==> config.mk <==
export PLATFORM = sky130hd
export DESIGN_NAME = reorder_buffer_flat
export DESIGN_NICKNAME = d
export VERILOG_FILES = /design/src/rtl/reorder_buffer_if.sv /design/src/rtl/reorder_buffer.sv /design/src/flat_wrapper.sv
export SDC_FILE = /design/constraint.sdc
export NUM_CORES = 1
export LEC_CHECK = 0
export CORE_AREA = 2 2 237 122
export CTS_CLUSTER_DIAMETER = 80
export DETAILED_ROUTE_END_ITERATION = 10
export DIE_AREA = 0 0 239 124
export HOLD_SLACK_MARGIN = 0.06
export PLACE_DENSITY = 0.75
export SETUP_SLACK_MARGIN = 0.15
export SYNTH_ARGS = -nofsm -noshare
export SYNTH_HDL_FRONTEND = slang
export SYNTH_SLANG_ARGS = --single-unit
==> constraint.sdc <==
create_clock -name clk -period 10.7 [get_ports clk]
set_input_delay 2.14 -clock clk [delete_from_list [all_inputs] [get_ports clk]]
set_output_delay 2.14 -clock clk [all_outputs]
set_load 0.1 [all_outputs]
==> src/rtl/reorder_buffer_if.sv <==
// Rename/execute/retire bundle of the reorder buffer.
// master = rename + execution side, slave = the ROB.
interface reorder_buffer_if #(
    parameter int DEPTH  = 16,
    parameter int AREG_W = 5,
    parameter int PREG_W = 6
);
    localparam int TAG_W = $clog2(DEPTH);

    logic              flush;
    logic              alloc_valid;
    logic              alloc_has_rd;
    logic [AREG_W-1:0] alloc_rd;
    logic [PREG_W-1:0] alloc_prd_new;
    logic [PREG_W-1:0] alloc_prd_old;
    logic              alloc_ready;
    logic [TAG_W-1:0]  alloc_tag;
    logic              stall_out;
    logic              complete_valid;
    logic [TAG_W-1:0]  complete_tag;
    logic              commit_valid;
    logic [AREG_W-1:0] commit_rd;
    logic [PREG_W-1:0] commit_prd_new;
    logic              commit_free;
    logic [PREG_W-1:0] commit_prd_old;
    logic [TAG_W:0]    count;

    modport master (
        output flush, alloc_valid, alloc_has_rd, alloc_rd, alloc_prd_new, alloc_prd_old,
               complete_valid, complete_tag,
        input  alloc_ready, alloc_tag, stall_out, commit_valid, commit_rd, commit_prd_new,
               commit_free, commit_prd_old, count
    );

    modport slave (
        input  flush, alloc_valid, alloc_has_rd, alloc_rd, alloc_prd_new, alloc_prd_old,
               complete_valid, complete_tag,
        output alloc_ready, alloc_tag, stall_out, commit_valid, commit_rd, commit_prd_new,
               commit_free, commit_prd_old, count
    );
endinterface

==> src/rtl/reorder_buffer.sv <==
// In-order retirement buffer: allocates at tail, marks done on writeback,
// retires from head and hands the superseded physical register back to rename.
module reorder_buffer #(
    parameter int DEPTH  = 16,
    parameter int AREG_W = 5,
    parameter int PREG_W = 6
) (
    input  logic             clk,
    input  logic             rst,
    reorder_buffer_if.slave  rob
);
    localparam int TAG_W = $clog2(DEPTH);

    logic [DEPTH-1:0]  r_valid;
    logic [DEPTH-1:0]  r_done;
    logic [DEPTH-1:0]  r_has_rd;
    logic [AREG_W-1:0] r_rd      [DEPTH];
    logic [PREG_W-1:0] r_prd_new [DEPTH];
    logic [PREG_W-1:0] r_prd_old [DEPTH];
    logic [TAG_W-1:0]  r_head;
    logic [TAG_W-1:0]  r_tail;
    logic [TAG_W:0]    r_count;

    logic              w_alloc_ready;
    logic              w_alloc_fire;
    logic              w_commit_fire;
    logic              w_complete_fire;
    logic [TAG_W:0]    w_count_next;

    assign w_alloc_ready   = (r_count != (TAG_W+1)'(DEPTH));
    assign w_alloc_fire    = rob.alloc_valid & w_alloc_ready;
    assign w_commit_fire   = r_valid[r_head] & r_done[r_head];
    // A slot being allocated this cycle is still invalid, but exclude it explicitly for clarity.
    assign w_complete_fire = rob.complete_valid & r_valid[rob.complete_tag]
                             & ~(w_alloc_fire & (rob.complete_tag == r_tail));
    assign w_count_next    = r_count + (TAG_W+1)'(w_alloc_fire) - (TAG_W+1)'(w_commit_fire);

    assign rob.alloc_ready    = w_alloc_ready;
    assign rob.stall_out      = ~w_alloc_ready;
    assign rob.alloc_tag      = r_tail;
    assign rob.count          = r_count;
    assign rob.commit_valid   = w_commit_fire;
    assign rob.commit_free    = w_commit_fire & r_has_rd[r_head];
    assign rob.commit_rd      = w_commit_fire ? r_rd[r_head]      : '0;
    assign rob.commit_prd_new = w_commit_fire ? r_prd_new[r_head] : '0;
    assign rob.commit_prd_old = w_commit_fire ? r_prd_old[r_head] : '0;

    // Control state. Flush still lets the head commit combinationally; its state update is dropped.
    always_ff @(posedge clk) begin
        if (rst || rob.flush) begin
            r_valid <= '0;
            r_done  <= '0;
            r_head  <= '0;
            r_tail  <= '0;
            r_count <= '0;
        end else begin
            if (w_complete_fire) begin
                r_done[rob.complete_tag] <= 1'b1;
            end
            if (w_commit_fire) begin
                r_valid[r_head] <= 1'b0;
                r_done[r_head]  <= 1'b0;
                r_head          <= r_head + TAG_W'(1);
            end
            if (w_alloc_fire) begin
                r_valid[r_tail] <= 1'b1;
                r_done[r_tail]  <= 1'b0;
                r_tail          <= r_tail + TAG_W'(1);
            end
            r_count <= w_count_next;
        end
    end

    // Entry payload carries no reset; it is only observed through a valid entry.
    always_ff @(posedge clk) begin
        if (w_alloc_fire && !rob.flush && !rst) begin
            r_has_rd[r_tail]  <= rob.alloc_has_rd;
            r_rd[r_tail]      <= rob.alloc_rd;
            r_prd_new[r_tail] <= rob.alloc_prd_new;
            r_prd_old[r_tail] <= rob.alloc_prd_old;
        end
    end
endmodule
==> src/flat_wrapper.sv <==
// flat-port wrapper written by rule: the top's interface ports become plain ports
module reorder_buffer_flat 
#(
    parameter int DEPTH  = 16,
    parameter int AREG_W = 5,
    parameter int PREG_W = 6
)
  (clk, rst, rob_flush, rob_alloc_valid, rob_alloc_has_rd, rob_alloc_rd, rob_alloc_prd_new, rob_alloc_prd_old, rob_complete_valid, rob_complete_tag, rob_alloc_ready, rob_alloc_tag, rob_stall_out, rob_commit_valid, rob_commit_rd, rob_commit_prd_new, rob_commit_free, rob_commit_prd_old, rob_count);
  reorder_buffer_if #(.DEPTH(DEPTH), .AREG_W(AREG_W), .PREG_W(PREG_W)) rob_i ();
  input  logic clk;
  input  logic rst;
  input wire logic [$bits(rob_i.flush)-1:0] rob_flush;
  input wire logic [$bits(rob_i.alloc_valid)-1:0] rob_alloc_valid;
  input wire logic [$bits(rob_i.alloc_has_rd)-1:0] rob_alloc_has_rd;
  input wire logic [$bits(rob_i.alloc_rd)-1:0] rob_alloc_rd;
  input wire logic [$bits(rob_i.alloc_prd_new)-1:0] rob_alloc_prd_new;
  input wire logic [$bits(rob_i.alloc_prd_old)-1:0] rob_alloc_prd_old;
  input wire logic [$bits(rob_i.complete_valid)-1:0] rob_complete_valid;
  input wire logic [$bits(rob_i.complete_tag)-1:0] rob_complete_tag;
  output wire logic [$bits(rob_i.alloc_ready)-1:0] rob_alloc_ready;
  output wire logic [$bits(rob_i.alloc_tag)-1:0] rob_alloc_tag;
  output wire logic [$bits(rob_i.stall_out)-1:0] rob_stall_out;
  output wire logic [$bits(rob_i.commit_valid)-1:0] rob_commit_valid;
  output wire logic [$bits(rob_i.commit_rd)-1:0] rob_commit_rd;
  output wire logic [$bits(rob_i.commit_prd_new)-1:0] rob_commit_prd_new;
  output wire logic [$bits(rob_i.commit_free)-1:0] rob_commit_free;
  output wire logic [$bits(rob_i.commit_prd_old)-1:0] rob_commit_prd_old;
  output wire logic [$bits(rob_i.count)-1:0] rob_count;
  assign rob_i.flush = rob_flush;
  assign rob_i.alloc_valid = rob_alloc_valid;
  assign rob_i.alloc_has_rd = rob_alloc_has_rd;
  assign rob_i.alloc_rd = rob_alloc_rd;
  assign rob_i.alloc_prd_new = rob_alloc_prd_new;
  assign rob_i.alloc_prd_old = rob_alloc_prd_old;
  assign rob_i.complete_valid = rob_complete_valid;
  assign rob_i.complete_tag = rob_complete_tag;
  assign rob_alloc_ready = rob_i.alloc_ready;
  assign rob_alloc_tag = rob_i.alloc_tag;
  assign rob_stall_out = rob_i.stall_out;
  assign rob_commit_valid = rob_i.commit_valid;
  assign rob_commit_rd = rob_i.commit_rd;
  assign rob_commit_prd_new = rob_i.commit_prd_new;
  assign rob_commit_free = rob_i.commit_free;
  assign rob_commit_prd_old = rob_i.commit_prd_old;
  assign rob_count = rob_i.count;
  reorder_buffer #(.DEPTH(DEPTH), .AREG_W(AREG_W), .PREG_W(PREG_W)) u_core (.clk(clk), .rst(rst), .rob(rob_i));
endmodule
==> Flow_metrics.wiki <==
{| class="wikitable"
! Metric !! Value
|-
| Status || complete, no violations
|-
| Post-placement cell count || 1126
|-
| Remaining Overflow, GRT || 0
|-
| Mapped Nets || 772
|-
| Hold violation total from the final report || 0
|-
| Post-synthesis compound-gate area fraction || 3.51%
|-
| Clock network latency to the later pin of the worst-skew pair || 0.55 ns
|-
| All-layer global routing usage || 21.1%
|-
| Starting density of the core || 50.5%
|-
| Arrival time reported for the critical path endpoint || 4.34 ns
|-
| Slowest CP cell || sky130_fd_sc_hd__clkdlybuf4s50_1
|-
| Most frequently used flop master after synthesis || sky130_fd_sc_hd__edfxtp_1
|-
| Number of buffers added for setup after CTS || 0
|-
| Filler cell count || 1939
|-
| Synth Instances || 730
|-
| TritonCTS buffer count || 29
|-
| Iteration-0 DRC Markers || 840
|-
| Share of flip-flops with an asynchronous set or reset after synthesis || 0%
|-
| Least-Margin Pin Slew || 1.06 ns
|-
| DRC violation count after routing || 0
|-
| Average size of a mapped cell || 19.0 um2
|-
| Final routed wire length divided by cell count || 25.8 um
|-
| Die boundary height || 124 um
|-
| Fin cells || 1180
|-
| Number of distinct library cell variants in the gate-level netlist after synthesis || 52
|-
| Max-Cap Viols || 0
|-
| Static leakage || 4.93 nW
|-
| Yosys warning total || 0
|-
| Clock Tree Buf Depth || 3
|-
| Total design power || 2.54 mW
|-
| Routability-driven placement congestion ratio || 0.829
|-
| RSZ-0062 raised after global routing || false
|-
| Critical path's most frequent cell || sky130_fd_sc_hd__mux4_2
|-
| Number of nets in the layout || 839
|-
| Antenna Cells || 0
|-
| Dominant combinational cell family by area after synthesis || multiplexers
|-
| Post-detailed-route count of antenna-violating nets || 0
|-
| Final worst-path cycle share || 60.6%
|-
| Chain of cells forming the critical path || buf_4 -> mux4_2 -> mux4_2 -> nor2b_1 -> clkdlybuf4s50_1
|-
| Slew Limit Headroom || 29.3%
|-
| Highest attainable clock frequency || 0.154 GHz
|-
| Synth cell count leaders || sky130_fd_sc_hd__edfxtp_1 (288), sky130_fd_sc_hd__mux4_2 (99), sky130_fd_sc_hd__dfxtp_1 (49), sky130_fd_sc_hd__nor2_1 (31), sky130_fd_sc_hd__nor2b_1 (22)
|-
| Smallest hold slack || 0.478 ns
|-
| Flop and latch count out of synthesis || 337
|-
| Cells taking the most area after synthesis || sky130_fd_sc_hd__edfxtp_1 (62%), sky130_fd_sc_hd__mux4_2 (16%), sky130_fd_sc_hd__dfxtp_1 (7.1%)
|-
| Type of the setup path with the least slack || flip-flop to output port
|-
| Category of the worst setup path launch point || flip-flop
|-
| Worst clock skew || 0.00978 ns
|-
| Detail-routed via count per cell || 6.21
|-
| Horizontal die dimension || 239 um
|-
| Share of cell area taken by muxes after synthesis || 18.1%
|-
| Root buffer cell || sky130_fd_sc_hd__clkbuf_16
|-
| Buffers on Ports || 56
|-
| Area share of the largest cell type after synthesis || 62.4%
|-
| Clock Sink Count || 337
|-
| Simple-gate portion of the synthesized area || 5.10%
|-
| Post-synth design cell area || 0.0139 mm2
|-
| Kind of end point of the critical path || output port
|-
| Biggest area consumer among synthesized cells || sky130_fd_sc_hd__edfxtp_1
|-
| First-pass GRT wire length || 45.9 mm
|-
| Placeable Area || 0.0274 mm2
|-
| Top-count cell post-synth || sky130_fd_sc_hd__edfxtp_1
|-
| P per Cell Area || 160 mW/mm2
|-
| Area growth from synthesis to layout || 14.3%
|-
| Total number of vias || 7332
|-
| EDFF count, synth || 288
|-
| Aggregate negative setup slack || 0 ns
|-
| Maximum fanout count along the critical path || 40
|-
| Adder and majority cell fraction of the synthesized area || 1.41%
|-
| CTS resizes || 0
|-
| Parity-gate share of the synthesized area counting xor and xnor cells || 0.569%
|-
| Number of global-route vias before repair || 7447
|-
| First-pass DRT Iterations || 5
|-
| Clock transition at the registers of the reported paths || 0.06 ns
|-
| Required @ worst endpoint || 8.56 ns
|-
| Number of I/O pins || 57
|-
| Time the final worst path needs with I/O delays and setup || 6.48 ns
|-
| Critical path's largest stage delay || 0.99 ns
|-
| Number of buffers added to fix hold violations after cts || 0
|-
| Sequential fraction of the synthesis area || 69.5%
|-
| Share of layout cells above drive strength 1 || 24.8%
|-
| Largest net degree at the start of global routing || 69
|-
| Type of the most critical hold path || flip-flop to flip-flop
|-
| # rows || 43
|-
| Max-slew violation count || 0
|-
| Clock tree from TritonCTS || yes
|-
| Antenna violations before repair || 0
|-
| Floorplan die area || 0.0296 mm2
|-
| HPWL after detailed placement || 17.2 mm
|-
| Setup violators final || 0
|-
| H-tree levels || 1
|-
| Detailed-route wire length || 30.5 mm
|-
| Worst voltage drop across the vdd grid || 0.132 mV
|}
-- worst max-delay path: cells and delay by family, from the launching register on --
kind	cells	cell delay [ns]
buffers and inverters	2	1.72
flip-flops	1	0.72
multiplexers	2	1.11
AND/OR/NAND/NOR	1	0.15
-- final cells by class --
class / instances / area (um2) / area share, %
Tap cell: 360 / 450 / 2.85
Inverter: 16 / 60.1 / 0.379
Clock buffer: 40 / 797 / 5.03
Multi-Input combinational cell: 335 / 4020 / 25.4
Sequential cell: 337 / 9630 / 60.9
Clock inverter: 14 / 145 / 0.917
Timing Repair Buffer: 78 / 726 / 4.58
-- final timing paths --
kind                                                    start                              to  slack [ns]  cells after the start
worst max-delay path                                flip-flop           rob_commit_prd_old[4]        4.22                      5
worst min-delay path             u_core.r_valid[8]$_SDFF_PP0_    u_core.r_valid[8]$_SDFF_PP0_        0.48                      1
worst min register to register   u_core.r_valid[8]$_SDFF_PP0_    u_core.r_valid[8]$_SDFF_PP0_        0.48                      1
worst max register to register  u_core.r_head[1]$_SDFFE_PP0N_  u_core.rob.count[4]$_SDFF_PP0_        6.68                     16
-- state kept, by name, summed over array words and instances (netlist names), named ones only --
signal	flops
u_core.r_has_rd	16
u_core.rob.count	5
u_core.r_prd_old	96
u_core.r_done	16
u_core.r_rd	80
u_core.rob.alloc_tag	4
u_core.r_valid	16
u_core.r_prd_new	96
u_core.r_head	4
-- layer usage --
layer | routed length [um] | up-vias | part of all wire [%] | track usage (%)
met4 | 759 | 0 | 2.5 | 6.17
li1 | - | 3095 | - | -
met3 | 2050 | 56 | 6.7 | 3.19
met1 | 13200 | 3841 | 43 | 30.4
met2 | 14400 | 340 | 47 | 34.0
met5 | 0 | - | 0 | 0
-- power breakdown --
part           switching, mW  internal, mW
clock network          0.453         0.593
logic                 0.0442        0.0214
registers            0.00224          1.43
total                  0.499          2.04
-- kinds of logic after synthesis --
logic type | count (synthesis)
DFF | 337
muxes | 124
and+or+nand+nor | 122
AOI/OAI and AO/OA | 65
buffers and inverters | 58
adders and majority gates | 15
xor gates and xnor gates | 9
-- cell usage in the layout, fill, tap and decap left out, types with 3 or more instances in the layout --
cell type and n:
sky130_fd_sc_hd__nor2b_1 22, sky130_fd_sc_hd__xor2_1 6, sky130_fd_sc_hd__clkbuf_16 29, sky130_fd_sc_hd__clkbuf_8 3, sky130_fd_sc_hd__ha_1 14, sky130_fd_sc_hd__xnor2_1 3, sky130_fd_sc_hd__mux4_2 99, sky130_fd_sc_hd__and2_1 5
sky130_fd_sc_hd__a21oi_1 14, sky130_fd_sc_hd__clkinv_1 5, sky130_fd_sc_hd__nor3_1 3, sky130_fd_sc_hd__nand3_1 8, sky130_fd_sc_hd__nor3_2 4, sky130_fd_sc_hd__a31o_2 6, sky130_fd_sc_hd__o311a_1 3, sky130_fd_sc_hd__and3_1 3
sky130_fd_sc_hd__clkinv_2 4, sky130_fd_sc_hd__mux2_1 11, sky130_fd_sc_hd__dfxtp_1 47, sky130_fd_sc_hd__or2_2 3, sky130_fd_sc_hd__a41oi_1 13, sky130_fd_sc_hd__nand2b_1 4, sky130_fd_sc_hd__nor2_1 19, sky130_fd_sc_hd__a41o_1 3
sky130_fd_sc_hd__bufinv_16 3, sky130_fd_sc_hd__clkbuf_1 8, sky130_fd_sc_hd__mux2i_1 11, sky130_fd_sc_hd__nor3b_1 10, sky130_fd_sc_hd__a21o_1 8, sky130_fd_sc_hd__edfxtp_1 288, sky130_fd_sc_hd__inv_1 14, sky130_fd_sc_hd__buf_4 22
sky130_fd_sc_hd__nand2_1 16, sky130_fd_sc_hd__o21ai_0 9, sky130_fd_sc_hd__clkdlybuf4s50_1 56, sky130_fd_sc_hd__nor2_2 12
-- metrics by stage --
step,setup slack [ns],util (%),cell area [um2]
2_1_floorplan,5.28,-,13900
3_3_place_gp,4.79,54.3,14900
3_5_place_dp,4.73,54.3,14900
4_1_cts,4.11,57.7,15800
5_1_grt,3.96,57.7,15800
6_report,4.22,57.7,15800
Power figures use the tool's default switching activity.
